### config.mk
export PLATFORM = sky130hd
export DESIGN_NAME = branch_predictor
export DESIGN_NICKNAME = d
export VERILOG_FILES = /design/src/rtl/branch_predictor.sv
export SDC_FILE = /design/constraint.sdc
export NUM_CORES = 2
export LEC_CHECK = 0
export ABC_AREA = 1
export BUFFER_PORTS_ARGS = -buffer_cell sky130_fd_sc_hd__buf_2
export CAP_MARGIN = 20
export CORE_MARGIN = 10
export CORE_UTILIZATION = 39
export CTS_CLUSTER_SIZE = 10
export DETAILED_ROUTE_END_ITERATION = 10
export PLACE_DENSITY = 0.53
export RECOVER_POWER = 50
export SLEW_MARGIN = 0
export SYNTH_ARGS = -nofsm -noshare
export SYNTH_HDL_FRONTEND = slang
export SYNTH_SLANG_ARGS = --single-unit
### constraint.sdc
create_clock -name clk -period 3.6 [get_ports clk]
set_input_delay 0.72 -clock clk [delete_from_list [all_inputs] [get_ports clk]]
set_output_delay 0.72 -clock clk [all_outputs]
set_load 0.01 [all_outputs]
### src/rtl/branch_predictor.sv
// branch_predictor: direct-mapped predictor combining 2-bit counters with a
// tagged BTB, indexed bimodally or gshare-style.
// Ports:
//   clk, rst_n          - clock, asynchronous active-low reset
//   PCF                 - fetch PC to predict
//   predict_taken_F     - combinational taken prediction for PCF
//   predicted_target_F  - BTB target when predicted taken, else PCF+4
//   ghr_F               - global history used for this lookup
//   update_*_E          - resolved conditional branch from execute
//   mispredict_E        - that branch resolved opposite to its prediction
//   branch_count        - saturating count of resolved branches
//   mispredict_count    - saturating count of mispredicts
module branch_predictor #(
  parameter int unsigned ENTRIES   = 64,
  parameter int unsigned HIST_BITS = 6,
  parameter bit          GSHARE    = 1'b1,
  parameter int unsigned TAG_BITS  = 8
) (
  input  logic                 clk,
  input  logic                 rst_n,
  input  logic [31:0]          PCF,
  output logic                 predict_taken_F,
  output logic [31:0]          predicted_target_F,
  output logic [HIST_BITS-1:0] ghr_F,
  input  logic                 update_en_E,
  input  logic [31:0]          update_pc_E,
  input  logic [HIST_BITS-1:0] update_ghr_E,
  input  logic                 update_taken_E,
  input  logic [31:0]          update_target_E,
  input  logic                 mispredict_E,
  output logic [31:0]          branch_count,
  output logic [31:0]          mispredict_count
);

  localparam int unsigned IDX = $clog2(ENTRIES);

  logic [1:0]          ctr_q    [ENTRIES];
  logic [ENTRIES-1:0]  valid_q;
  logic [TAG_BITS-1:0] tag_q    [ENTRIES];
  logic [31:0]         target_q [ENTRIES];
  logic [HIST_BITS-1:0] ghr_q;
  logic [31:0]         branch_count_q;
  logic [31:0]         mispredict_count_q;

  logic [IDX-1:0]      lk_idx;
  logic [IDX-1:0]      up_idx;
  logic                lk_hit;

  // Table index: word-aligned PC bits, optionally hashed with history
  function automatic logic [IDX-1:0] index_of(input logic [31:0] pc,
                                              input logic [HIST_BITS-1:0] ghr);
    logic [IDX-1:0] idx;
    idx = pc[IDX+1:2];
    if (GSHARE) idx = idx ^ IDX'(ghr);
    return idx;
  endfunction

  // Tag: PC bits just above the index; bits past 31 shift in as zero
  function automatic logic [TAG_BITS-1:0] tag_of(input logic [31:0] pc);
    return TAG_BITS'(pc >> (IDX + 2));
  endfunction

  assign lk_idx = index_of(PCF, ghr_q);
  assign up_idx = index_of(update_pc_E, update_ghr_E);

  // Lookup reads only registered state, so a same-cycle update is not visible
  assign lk_hit             = valid_q[lk_idx] && (tag_q[lk_idx] == tag_of(PCF));
  assign predict_taken_F    = lk_hit && ctr_q[lk_idx][1];
  assign predicted_target_F = predict_taken_F ? target_q[lk_idx] : PCF + 32'd4;
  assign ghr_F              = ghr_q;
  assign branch_count       = branch_count_q;
  assign mispredict_count   = mispredict_count_q;

  // Saturating direction counters and valid bits
  always_ff @(posedge clk or negedge rst_n) begin
    if (!rst_n) begin
      for (int unsigned i = 0; i < ENTRIES; i++) begin
        ctr_q[IDX'(i)] <= 2'b01;
      end
      valid_q <= '0;
    end else if (update_en_E) begin
      if (update_taken_E) begin
        valid_q[up_idx] <= 1'b1;
        if (ctr_q[up_idx] != 2'b11) ctr_q[up_idx] <= ctr_q[up_idx] + 2'd1;
      end else if (ctr_q[up_idx] != 2'b00) begin
        ctr_q[up_idx] <= ctr_q[up_idx] - 2'd1;
      end
    end
  end

  // BTB tag/target storage; left unreset because valid masks stale contents
  always_ff @(posedge clk) begin
    if (rst_n && update_en_E && update_taken_E) begin
      tag_q[up_idx]    <= tag_of(update_pc_E);
      target_q[up_idx] <= update_target_E;
    end
  end

  // Non-speculative global history, shifted only by resolved branches
  always_ff @(posedge clk or negedge rst_n) begin
    if (!rst_n) begin
      ghr_q <= '0;
    end else if (update_en_E) begin
      ghr_q <= HIST_BITS'({ghr_q, update_taken_E});
    end
  end

  // Saturating statistics counters
  always_ff @(posedge clk or negedge rst_n) begin
    if (!rst_n) begin
      branch_count_q     <= '0;
      mispredict_count_q <= '0;
    end else if (update_en_E) begin
      if (branch_count_q != 32'hFFFF_FFFF) branch_count_q <= branch_count_q + 32'd1;
      if (mispredict_E && (mispredict_count_q != 32'hFFFF_FFFF)) begin
        mispredict_count_q <= mispredict_count_q + 32'd1;
      end
    end
  end

endmodule

==> results.yml <==
cells_and_area:
  num-fill-cells: 26310
  multi_input_area_mm2: 0.0308
  syn2layout_area_growth_pct: 22.6
  final_cell_area_mm2: 0.144
  drive_above_1_share_pct: 20.6
  layoutNonFillerInstCount: 14566
  nNetsFinal: 10578
  area.sequential_mm2: 0.0835
power:
  powerDensity_mw_per_mm2: 565
  p_total_mw: 81.3
  vdd_drop_max_uv: 465
  p_leak_nw: 50.9
hold_path:
  hold_path.class: "input port to register"
  hold_depth: 1
route:
  via_count: 83150
  firstDrtPassIters: 8
  first_iter_violations: 9435
  finalWirelength_um: 408000
  ant_nets: 0
  wl_per_cell_um: 28.0
  avgViaCountPerCell: 5.71
  drc: 0
yosys:
  syn-num-nets: 9757
  synth_area_mm2: 0.117
  synth.largest_area_cell: "edfxtp_1"
  yosysTopAreaCellShare_pct: 65.5
  synth_cell_types: 45
  synth.ff_latch_count: 2822
  yosys_warnings: 0
  synthCells: 9645
  synth_edf_count: 2560
  ys_seq_area_share_pct: 71.1
  async_flop_share_pct: 9.28
  synth_ff_type: "edfxtp_1"
  synth.avg_cell_area_um2: 12.2
  synth.area.top_cells: "edfxtp_1 65%, o21ai_0 4.2%, dfrtp_1 4.2%, nand2_1 3.6%, nand3_1 3.5%"
placed_design:
  dp_hpwl_um: 240000
  io_buffers: 191
  dpl_cell_area_mm2: 0.130
  dp.cells: 13936
  gp_congestion: 0.875
critical_path:
  arrival_ns: 4.21
  crit_chain: "buf_6 -> nand2_8 -> nand2_8 -> buf_4 -> buf_12 -> buf_16 -> nand2_1 -> nand3_1 -> nand3_1 -> nand3_1 -> nand2_1 -> nand3_1 -> nand3_2 -> nand2_4 -> nor2_2 -> nand2_1 -> nor2_1 -> buf_4 -> nand3_4 -> buf_12 -> buf_16 -> o21ai_4 -> buf_6"
  crit_fanout: 12
  worstPathRequired_ns: 2.88
  path_class: "register to primary output"
  crit_cells: 23
  critPathCaptureType: "primary output"
  cpMaxStageDelayCell: "dfrtp_2"
  cp_top_family: "simple AND/OR/NAND/NOR gates"
  r2r_cells: 17
  critPathBufInv: 8
  r2r_slack_ns: 0.56
  critPathMostFrequentCell: "nand3_1"
  reg2reg_to: "ctr_q[33]$_DFFE_PN0P_"
  setup.worst_path.end: "predicted_target_F[13]"
  cp-start-kind: "register"
  startpoint: "ghr_F[0]$_DFFE_PN0P_"
  crit_path_max_incr_delay_ns: 0.48
sta:
  fin_crit_ns: 4.93
  whs_ns: 0.148
  worstMarginPinSlew_ns: 3.21
  setup_ws_ns: -1.33
  clock.fmax_mhz: 203
  period_share_pct: 137
  rsz0062_at_grt: "yes"
  hold_viol_final: 0
  setup_viol: 33
  setup_tns_ns: -40.87
  slew_viol_final: 1906
  maxSlewHeadroom_pct: -114
  fin_worst_skew_ns: 0.0329
clock_tree:
  clk_latency_ns: 0.91
  cts_buffers: 333
  cts_root_buf: "clkbuf_16"
  path_clk_slew_ns: 0.06
  cts_max_level: 5
  clk_path_buf_depth: 4
  cts.sinks: 2822
  tritoncts: "built"
die:
  die_w_um: 569
  pin_count: 210
  start_util_pct: 39.2
  core-area_mm2: 0.300
  std_cell_rows: 201
  die_h_um: 569
  die_area_mm2: 0.323
status:
  violations: "capacitance limit, slew limit, setup timing"
  run_status: "complete, but fails checks"
job:
  drv_cap: 40
global_routing:
  grt_usage_pct: 24.1
  grt_overflow: 0
  antenna_found_initial: 30
  grt_pass1_wl_um: 577000
  grt_pass1_vias: 79298
  grt_max_degree: 111
==> report_power, final <==
part | internal (mW) | total (mW) | switching [mW]
combinational | 5.14 | 13.8 | 8.70
clock | 17.3 | 30.4 | 13.1
sequential | 36.6 | 37.1 | 0.436
==> worst reg2reg max path: cells and delay by family, from the launching register on <==
family                     cells  cell delay, ns
and+or+nand+nor                7            0.90
AOI/OAI and AO/OA              4            0.64
adders and majority gates      1            0.20
buffers and inverters          5            0.62
DFF                            1            0.53
==> layer usage <==
metal	GRT usage (%)	up-vias	part of all wire [%]
met1	33.8	42055	42
li1	-	36525	-
met4	10.5	10	4.8
met5	0	-	0.014
met2	37.4	3778	45
met3	3.52	782	8.0
==> cells by family (layout without fill, tap and decap cells) <==
group           count (synthesis)  count (layout)  share of synthesized area (%)
compound gates               1986            1986                           10.7
xor+xnor                      101             101                          0.760
fa+ha+maj                       5               5                         0.0533
buf+inv                      1258            2207                           4.39
flops                        2822            2822                           71.1
other cells                     0              13                              0
simple gates                 3473            3474                           12.9
==> cell usage after synthesis, types with 3 or more instances <==
cell type,instances
xnor2_1,32
clkbuf_1,372
or2_1,3
o21ai_0,992
or2_2,375
a31oi_1,18
nand3_1,814
o21bai_1,24
o22ai_1,135
buf_1,58
inv_2,4
a21oi_1,3
o31ai_1,4
nor2_1,1043
buf_6,19
nor4_1,6
nand3b_1,3
ha_1,5
nand2_1,1133
o211ai_1,456
edfxtp_1,2560
xor2_1,68
o32ai_1,133
nand4_1,18
buf_2,188
o21ai_1,27
dfrtp_1,198
o41ai_1,4
inv_1,603
dfstp_2,64
nor3_1,66
nand2_2,3
o221ai_1,178
and3_1,5
buf_4,13
o311ai_0,6
==> worst min path at each step <==
stage	to	start	slack (ns)
after floorplan	branch_count[0]$_DFFE_PN0P_	rst_n	0.42
final	tag_q[18][0]$_DFFE_PP_	update_pc_E[8]	0.15
after global placement	valid_q[59]$_DFFE_PN0P_	valid_q[59]$_DFFE_PN0P_	0.44
after detailed placement	valid_q[49]$_DFFE_PN0P_	valid_q[49]$_DFFE_PN0P_	0.45
after CTS	ghr_F[1]$_DFFE_PN0P_	update_en_E	0.16
after global routing	tag_q[16][0]$_DFFE_PP_	update_pc_E[8]	0.12
==> area by class of cell <==
class                      count  area share, %
antenna                       13         0.0226
sequential                  2822           58.0
multi-input combinational   5566           21.4
inverter                     608           1.63
clock buffer                 417           6.12
timing repair inverter         3         0.0356
clock inverter                47          0.417
timing repair buffer        1132           8.94
tap                         3958           3.44
==> registers in the layout, summed over array words and instances (netlist names), named ones only <==
| signal | cells |
|---|---|
| mispredict_count | 32 |
| tag_q | 512 |
| valid_q | 64 |
| target_q | 2048 |
| ctr_q | 64 |
| branch_count | 32 |
| ghr_F | 6 |
==> through the flow <==
stage	utilization, %	setup WS [ns]
after floorplan	-	-0.193
after global placement	43.5	-1.53
after detailed placement	43.5	-1.52
after CTS	47.9	-1.34
after global routing	48.0	-1.45
final	48.0	-1.33
==> repair_timing <==
| item | 4_1_cts | 5_1_grt |
|---|---|---|
| hold buffers | 1 | 0 |
| endpoints found under the hold margin | 105 | 0 |
| setup endpoints to repair | 33 | 33 |
| pin swaps | 99 | 35 |
| buffers inserted | 82 | 12 |
| cloned | 37 | 6 |
| gates resized for setup | 394 | 78 |
==> cells in the final DEF, fill, tap and decap left out, drive strengths merged, types with 2 or more instances in the layout <==
master,count
clkinv,39
edfxtp,2560
xor2,68
o2111ai,2
dfstp,64
nor2,1043
diode,13
bufbuf,11
o21ai,1019
clkbuf,510
nor3,68
a21oi,3
nand3b,3
o211ai,456
o31ai,4
nand3,814
inv,616
and3,5
or2,379
o22a,2
a31oi,18
buf,1027
o22ai,135
o32ai,133
nor4,6
o221ai,178
o21bai,24
nand2,1137
nand4,18
ha,5
dfrtp,198
xnor2,33
bufinv,2
o311ai,7
o41ai,4
Note: power is estimated with default switching activity, not from simulation.
